[src/rtl/wb_timer_multi_if.sv]
`default_nettype none
// ============================================================================
// Module   : wb_timer_multi_if
// Brief    : Pipelined Wishbone slave bundle for the multi-channel timer.
// Revision : 1.0  initial release
// ============================================================================
interface wb_timer_multi_if;
  logic        i_wb_cyc;
  logic        i_wb_stb;
  logic        i_wb_we;
  logic [29:0] i_wb_addr;
  logic [31:0] i_wb_data;
  logic [3:0]  i_wb_sel;
  logic        o_wb_ack;
  logic        o_wb_stall;
  logic [31:0] o_wb_data;

  modport slave (
    input  i_wb_cyc, i_wb_stb, i_wb_we, i_wb_addr, i_wb_data, i_wb_sel,
    output o_wb_ack, o_wb_stall, o_wb_data
  );

  modport master (
    output i_wb_cyc, i_wb_stb, i_wb_we, i_wb_addr, i_wb_data, i_wb_sel,
    input  o_wb_ack, o_wb_stall, o_wb_data
  );
endinterface
`default_nettype wire

[src/rtl/wb_timer_multi.sv]
`default_nettype none
// ============================================================================
// Module   : wb_timer_multi
// Brief    : 64-bit prescaled tick counter with NCHAN compare channels
//            (one-shot / periodic reload), W1C status and maskable IRQ,
//            on a pipelined single-cycle-response Wishbone slave.
// Revision : 1.0  initial release
// ============================================================================
module wb_timer_multi #(
  parameter int CLOCK_FREQ = 50_000_000,
  parameter int TICK_FREQ  = 1_000_000,
  parameter int NCHAN      = 4
) (
  input  wire               i_clk,
  input  wire               i_reset,
  wb_timer_multi_if.slave   wb,
  output logic              o_irq,
  output logic [NCHAN-1:0]  o_irq_vec
);

  localparam logic [31:0] c_PRESCALE_RST = 32'(CLOCK_FREQ / TICK_FREQ - 1);

  // Bus decode
  logic [5:0]       w_addr;
  logic             w_req, w_wr, w_rd;
  logic [31:0]      w_mask, w_wdata_m;
  logic             w_wr_lo, w_wr_hi, w_wr_pre, w_wr_stat, w_wr_ien, w_cnt_wr;
  logic             w_unused_addr;

  // Tick / match
  logic [31:0]      w_pre_new;
  logic             w_tick;
  logic [31:0]      w_cnt_lo_p1;
  logic [NCHAN-1:0] w_match, w_stat_clr;

  // Read path
  logic [31:0]      w_ch_rd [NCHAN];
  logic [31:0]      w_ch_rdata, w_rdata;

  // Global registers
  logic [63:0]      count_q, count_d;
  logic [31:0]      shadow_q, shadow_d;
  logic [31:0]      prescale_q, prescale_d;
  logic [31:0]      div_q, div_d;
  logic [NCHAN-1:0] status_q, status_d;
  logic [NCHAN-1:0] irq_en_q, irq_en_d;
  logic             ack_q;
  logic [31:0]      rdata_q;

  assign w_addr        = wb.i_wb_addr[5:0];
  assign w_unused_addr = ^wb.i_wb_addr[29:6];
  assign w_req         = wb.i_wb_cyc & wb.i_wb_stb & ~i_reset;
  assign w_wr          = w_req & wb.i_wb_we;
  assign w_rd          = w_req & ~wb.i_wb_we;
  assign w_mask        = {{8{wb.i_wb_sel[3]}}, {8{wb.i_wb_sel[2]}},
                          {8{wb.i_wb_sel[1]}}, {8{wb.i_wb_sel[0]}}};
  assign w_wdata_m     = wb.i_wb_data & w_mask;

  assign w_wr_lo   = w_wr & (w_addr == 6'd0);
  assign w_wr_hi   = w_wr & (w_addr == 6'd1);
  assign w_wr_pre  = w_wr & (w_addr == 6'd2);
  assign w_wr_stat = w_wr & (w_addr == 6'd3);
  assign w_wr_ien  = w_wr & (w_addr == 6'd4);
  assign w_cnt_wr  = w_wr_lo | w_wr_hi;

  // Lowering PRESCALE beneath the running divider suppresses this cycle's tick
  assign w_pre_new   = (prescale_q & ~w_mask) | w_wdata_m;
  assign w_tick      = (div_q == prescale_q) & ~(w_wr_pre & (w_pre_new < div_q));
  assign w_cnt_lo_p1 = count_q[31:0] + 32'd1;
  assign w_stat_clr  = w_wr_stat ? w_wdata_m[NCHAN-1:0] : '0;

  // Per-channel compare / reload / control
  for (genvar k = 0; k < NCHAN; k++) begin : g_chan
    logic        w_hit, w_wr_cmp, w_wr_rel, w_wr_ctl;
    logic [31:0] cmp_q, cmp_d, reload_q, reload_d;
    logic        en_q, en_d, per_q, per_d;

    assign w_hit    = (w_addr[5:2] == 4'(k + 2));
    assign w_wr_cmp = w_wr & w_hit & (w_addr[1:0] == 2'd0);
    assign w_wr_rel = w_wr & w_hit & (w_addr[1:0] == 2'd1);
    assign w_wr_ctl = w_wr & w_hit & (w_addr[1:0] == 2'd2) & wb.i_wb_sel[0];

    // Matches never fire in a cycle whose COUNT is being overwritten
    assign w_match[k] = w_tick & ~w_cnt_wr & en_q & (w_cnt_lo_p1 == cmp_q);

    assign w_ch_rd[k] = !w_hit                ? 32'd0 :
                        (w_addr[1:0] == 2'd0) ? cmp_q :
                        (w_addr[1:0] == 2'd1) ? reload_q :
                        (w_addr[1:0] == 2'd2) ? {30'd0, per_q, en_q} : 32'd0;

    // Channel next state: bus writes take priority over match side-effects
    always_comb begin
      cmp_d    = cmp_q;
      reload_d = reload_q;
      en_d     = en_q;
      per_d    = per_q;
      if (w_wr_cmp)
        cmp_d = (cmp_q & ~w_mask) | w_wdata_m;
      else if (w_match[k] && per_q)
        cmp_d = cmp_q + reload_q;
      if (w_wr_rel)
        reload_d = (reload_q & ~w_mask) | w_wdata_m;
      if (w_wr_ctl) begin
        en_d  = wb.i_wb_data[0];
        per_d = wb.i_wb_data[1];
      end else if (w_match[k] && !per_q) begin
        en_d = 1'b0;
      end
    end

    // Channel register bank
    always_ff @(posedge i_clk) begin
      if (i_reset) begin
        cmp_q    <= '0;
        reload_q <= '0;
        en_q     <= 1'b0;
        per_q    <= 1'b0;
      end else begin
        cmp_q    <= cmp_d;
        reload_q <= reload_d;
        en_q     <= en_d;
        per_q    <= per_d;
      end
    end
  end

  // OR-combine channel read data; non-addressed channels contribute zero
  always_comb begin
    w_ch_rdata = '0;
    for (int k = 0; k < NCHAN; k++)
      w_ch_rdata = w_ch_rdata | w_ch_rd[k];
  end

  // Register read multiplexer
  always_comb begin
    w_rdata = '0;
    case (w_addr)
      6'd0:    w_rdata = count_q[31:0];
      6'd1:    w_rdata = shadow_q;
      6'd2:    w_rdata = prescale_q;
      6'd3:    w_rdata = 32'(status_q);
      6'd4:    w_rdata = 32'(irq_en_q);
      default: w_rdata = w_ch_rdata;
    endcase
  end

  // Counter, prescaler, shadow, status and enable next state
  always_comb begin
    count_d    = count_q;
    shadow_d   = shadow_q;
    prescale_d = prescale_q;
    div_d      = div_q + 32'd1;
    irq_en_d   = irq_en_q;
    // Hardware set wins over a simultaneous W1C
    status_d   = (status_q & ~w_stat_clr) | w_match;

    if (w_cnt_wr || w_wr_pre || w_tick)
      div_d = '0;

    if (w_wr_lo)
      count_d[31:0] = (count_q[31:0] & ~w_mask) | w_wdata_m;
    if (w_wr_hi) begin
      count_d[63:32] = (count_q[63:32] & ~w_mask) | w_wdata_m;
      shadow_d       = (count_q[63:32] & ~w_mask) | w_wdata_m;
    end else if (w_rd && (w_addr == 6'd0)) begin
      shadow_d = count_q[63:32];
    end
    if (!w_cnt_wr && w_tick)
      count_d = count_q + 64'd1;

    if (w_wr_pre)
      prescale_d = w_pre_new;
    if (w_wr_ien)
      irq_en_d = (irq_en_q & ~w_mask[NCHAN-1:0]) | w_wdata_m[NCHAN-1:0];
  end

  // Global register bank and registered bus response
  always_ff @(posedge i_clk) begin
    if (i_reset) begin
      count_q    <= '0;
      shadow_q   <= '0;
      prescale_q <= c_PRESCALE_RST;
      div_q      <= '0;
      status_q   <= '0;
      irq_en_q   <= '0;
      ack_q      <= 1'b0;
      rdata_q    <= '0;
    end else begin
      count_q    <= count_d;
      shadow_q   <= shadow_d;
      prescale_q <= prescale_d;
      div_q      <= div_d;
      status_q   <= status_d;
      irq_en_q   <= irq_en_d;
      ack_q      <= w_req;
      rdata_q    <= w_rd ? w_rdata : 32'd0;
    end
  end

  assign wb.o_wb_ack   = ack_q;
  assign wb.o_wb_data  = rdata_q;
  assign wb.o_wb_stall = i_reset;
  assign o_irq_vec     = status_q & irq_en_q;
  assign o_irq         = |(status_q & irq_en_q);

endmodule
`default_nettype wire

[src/flat_wrapper.sv]
// flat-port wrapper written by rule: the top's interface ports become plain ports
module wb_timer_multi_flat 
#(
  parameter int CLOCK_FREQ = 50_000_000,
  parameter int TICK_FREQ  = 1_000_000,
  parameter int NCHAN      = 4
)
  (i_clk, i_reset, o_irq, o_irq_vec, wb_i_wb_cyc, wb_i_wb_stb, wb_i_wb_we, wb_i_wb_addr, wb_i_wb_data, wb_i_wb_sel, wb_o_wb_ack, wb_o_wb_stall, wb_o_wb_data);
  wb_timer_multi_if wb_i ();
  input  wire i_clk;
  input  wire i_reset;
  output logic o_irq;
  output logic [NCHAN-1:0] o_irq_vec;
  input wire logic [$bits(wb_i.i_wb_cyc)-1:0] wb_i_wb_cyc;
  input wire logic [$bits(wb_i.i_wb_stb)-1:0] wb_i_wb_stb;
  input wire logic [$bits(wb_i.i_wb_we)-1:0] wb_i_wb_we;
  input wire logic [$bits(wb_i.i_wb_addr)-1:0] wb_i_wb_addr;
  input wire logic [$bits(wb_i.i_wb_data)-1:0] wb_i_wb_data;
  input wire logic [$bits(wb_i.i_wb_sel)-1:0] wb_i_wb_sel;
  output wire logic [$bits(wb_i.o_wb_ack)-1:0] wb_o_wb_ack;
  output wire logic [$bits(wb_i.o_wb_stall)-1:0] wb_o_wb_stall;
  output wire logic [$bits(wb_i.o_wb_data)-1:0] wb_o_wb_data;
  assign wb_i.i_wb_cyc = wb_i_wb_cyc;
  assign wb_i.i_wb_stb = wb_i_wb_stb;
  assign wb_i.i_wb_we = wb_i_wb_we;
  assign wb_i.i_wb_addr = wb_i_wb_addr;
  assign wb_i.i_wb_data = wb_i_wb_data;
  assign wb_i.i_wb_sel = wb_i_wb_sel;
  assign wb_o_wb_ack = wb_i.o_wb_ack;
  assign wb_o_wb_stall = wb_i.o_wb_stall;
  assign wb_o_wb_data = wb_i.o_wb_data;
  wb_timer_multi #(.CLOCK_FREQ(CLOCK_FREQ), .TICK_FREQ(TICK_FREQ), .NCHAN(NCHAN)) u_core (.i_clk(i_clk), .i_reset(i_reset), .wb(wb_i), .o_irq(o_irq), .o_irq_vec(o_irq_vec));
endmodule
[config.mk]
export PLATFORM = sky130hd
export DESIGN_NAME = wb_timer_multi_flat
export DESIGN_NICKNAME = d
export VERILOG_FILES = /design/src/rtl/wb_timer_multi_if.sv /design/src/rtl/wb_timer_multi.sv /design/src/flat_wrapper.sv
export SDC_FILE = /design/constraint.sdc
export NUM_CORES = 2
export LEC_CHECK = 0
export CORE_MARGIN = 2
export CORE_UTILIZATION = 57
export DETAILED_ROUTE_END_ITERATION = 10
export PLACE_DENSITY = 0.78
export SLEW_MARGIN = 25
export SYNTH_ARGS = -nofsm -noshare
export SYNTH_HDL_FRONTEND = slang
export SYNTH_SLANG_ARGS = --single-unit
[constraint.sdc]
create_clock -name i_clk -period 4.5 [get_ports i_clk]
set_input_delay 0.9 -clock i_clk [delete_from_list [all_inputs] [get_ports i_clk]]
set_output_delay 0.9 -clock i_clk [all_outputs]
set_load 0.02 [all_outputs]
==> results.md <==
* Status: complete, no violations
* Syn Inst Count at 4518
* Slew headroom at 21.6%
* GR Util All Layers at 48.7%
* Worst path bufs/invs at 5
* YS warnings at 0
* CP startpoint kind: flop
* Final Skew at 0.0264 ns
* Leak at 0.0151 uW
* Vias per cell at 7.04
* Layout cells sized above 1 at 10.8%
* Synth Area in Compound Gates at 26.7%
* Post-Syn Area at 0.0341 mm^2
* Tcrit/Tclk final at 99.3%
* Hold depth at 2
* CP delay by family, top: simple AND/OR/NAND/NOR gates
* Placer congestion estimate at 1.10
* Max Cap Viol at 0
* Main flop type after synthesis: dfxtp_1
* Clock Path Buffers at 3
* CP max stage delay at 0.62 ns
* Async S/R FF share, synth at 0%
* CTS tree: done
* Max Fclk at 224 MHz
* Starting Density at 57.7%
* # hold bufs at CTS at 0
* Simple-Gate Fraction of Synth Area at 23.7%
* Largest net degree at the start of global routing at 211
* Root Driver: clkbuf_16
* Crit-path slowest cell: nor4_1
* DRC Markers at 0
* I/O pins at 110
* FP Rows at 89
* Unrepaired setup endpoints after global routing: false
* Area share of fa/ha/maj cells after synthesis at 6.00%
* Crit path cell chain: buf_4, nand3_1, nor4_1, buf_4, and3_1, o31ai_1, nand4b_1, nor4_1, buf_4, nand4_1, buf_4, o41ai_2, buf_4, mux2i_1, nor2_1
* Detail Route Antenna Nets at 0
* Synth-to-layout area growth at 15.2%
* Global-route wire length before repair at 228000 um
* Reg2reg setup slack at 0.03 ns
* Flip-flop and latch count after synthesis at 465
* CP arrival at 4.97 ns
* Core area at 0.0590 mm^2
* Starting DRT DRC Count at 5920
* Drt pass-1 iters at 10
* Multiplexer area fraction after synthesis at 2.82%
* Final Hold Vio Count at 0
* Vias in the first global route at 34500
* Final WL at 157000 um
* Pwr/cell area at 237 mW/mm^2
* Worst skew pair latency at 0.66 ns
* Nets@finish at 4892
* Critical path required time at 5.01 ns
* Max Slew Vio Count at 0
* Reg2Reg Depth at 15
* Main combinational cell family by area after synthesis: compound AO/OA/AOI/OAI gates
* Vias at 38600
* Most used cell, CP: buf_4
* Port Buf Inserts at 85
* CTS Buf Count at 53
* Yosys cell types at 90
* WS Path Type: reg2reg
* EDFF count, synth at 0
* DP HPWL at 119000 um
* Initial antenna violation count at 1
* Grt ovf at 0
* Final Util at 66.5%
* Final non-filler cell total at 5480
* Dpl cells at 5376
* H-tree depth at 2
* Clk pin slew, worst setup/hold paths at 0.06 ns
* CTS Sinks at 465
* Mean post-synth cell area at 7.54 um^2
* Final setup fails at 0
* CP Capture Type: flop
* Hold Crit Class: reg2reg
* Post-DR wirelength/cell at 28.6 um
* Register area share after synthesis at 27.3%
* CP max FO at 13
* Final setup margin at 0.0324 ns
* Pre-CTS setup slack at -0.443 ns
* Post-Syn Nets at 4750
* XOR/XNOR share of the synthesized area at 7.98%
* Final min period at 4.47 ns
* Die Wd at 248 um
* Die Span Y at 248 um
* Worst-margin pin slew at 1.17 ns
* Die area at 0.0617 mm^2
* Peak VDD IR at 0.369 mV
-- cell families after synthesis --
logic type	after synthesis
AO/OA/AOI/OAI	1378
AND/OR/NAND/NOR	1652
flip-flops	465
adder cells (fa/ha/maj)	161
XOR/XNOR	301
multiplexers	93
buffers and inverters	468
-- metal layers --
metal	GRT usage, %	vias up	part of all wire, %	wire length [um]
met2	68.7	2843	40	62300
met1	64.6	18200	38	60000
met5	0	-	0	0
li1	-	17000	-	-
met3	10.1	594	12	19500
met4	37.5	0	9.6	15000
-- tightest hold or removal path: cells and delay by family (launching register included) --
kind / cells / cell delay, ns
AND/OR/NAND/NOR: 1 / 0.06
flip-flops: 1 / 0.32
AO/OA/AOI/OAI: 1 / 0.05
-- synth_stat cells (26+ instances only) --
cell	number	share of area, %
nand4_1	62	1.1
xnor2_1	195	5.0
o211ai_1	29	0.64
ha_1	157	5.8
a31oi_1	61	1.1
and3_1	46	0.84
nor3_1	172	2.5
a22oi_1	43	0.95
a21o_1	59	1.3
o221ai_1	38	0.98
o21ai_0	235	3.5
nor2_1	393	4.3
nor2b_1	30	0.55
and2_1	38	0.70
a221oi_1	46	1.2
nand3_1	252	3.7
a22o_1	54	1.4
mux2i_1	86	2.5
dfxtp_1	465	27
or3_1	26	0.48
a21oi_1	441	6.5
a211oi_1	108	2.4
a221o_1	36	1.1
clkbuf_1	282	3.1
nor4_1	43	0.79
inv_1	127	1.4
nand2_1	427	4.7
nand2b_1	34	0.62
xor2_1	100	2.6
-- cell type report --
class / instances / area, um^2
multi-input cells: 3585 / 23000
fillers: 5232 / 19800
flip-flops and latches: 465 / 9310
repair buffers: 428 / 3710
clock buffers: 73 / 1480
well taps: 773 / 967
inverters: 127 / 477
clock inverters: 26 / 269
diodes: 3 / 7.51
-- worst max path at each step --
| stage | to | slack (ns) | depth (start not counted) |
|---|---|---|---|
| after floorplan | flop | 0.06 | 17 |
| after global placement | flop | -0.39 | 18 |
| after detailed placement | flop | -0.44 | 18 |
| after CTS | flop | 0.002 | 12 |
| after global routing | flop | 0.02 | 14 |
| final | flop | 0.03 | 15 |
-- cell usage in the layout (no fill, tap or decap), types with 43 or more instances in the layout --
cell type / instances
a211oi_1: 108
a21o_1: 59
a21oi_1: 441
a221oi_1: 46
a22o_1: 54
a22oi_1: 43
a31oi_1: 61
and3_1: 45
buf_4: 319
clkbuf_16: 53
clkdlybuf4s50_1: 79
dfxtp_1: 464
ha_1: 157
inv_1: 127
mux2i_1: 86
nand2_1: 425
nand3_1: 251
nand4_1: 62
nor2_1: 380
nor3_1: 172
o21ai_0: 235
xnor2_1: 195
xor2_1: 100
-- per-stage QoR --
step           power [uW]  setup TNS, ns  cell area (um^2)  hold slack, ns
2_1_floorplan        4500              0             34100           0.453
3_3_place_gp         4860         -26.01             37400           0.464
3_5_place_dp         4860         -36.86             37400           0.468
4_1_cts              9240              0             39200           0.475
5_1_grt              9440              0             39200           0.493
6_report             9300              0             39200           0.477
-- power breakdown --
group          switching, uW  internal (uW)  leakage, uW
logic                    487            201       0.0105
clock network           1990           2490     0.000867
registers               7.58           4120      0.00374
total                   2490           6820       0.0151
-- what timing repair did --
| action | CTS | global route |
|---|---|---|
| setup buffers | 0 | 1 |
| resized for setup | 0 | 4 |
| setup endpoints to repair | 0 | 53 |
No activity file was read; power rests on OpenSTA's default activity.
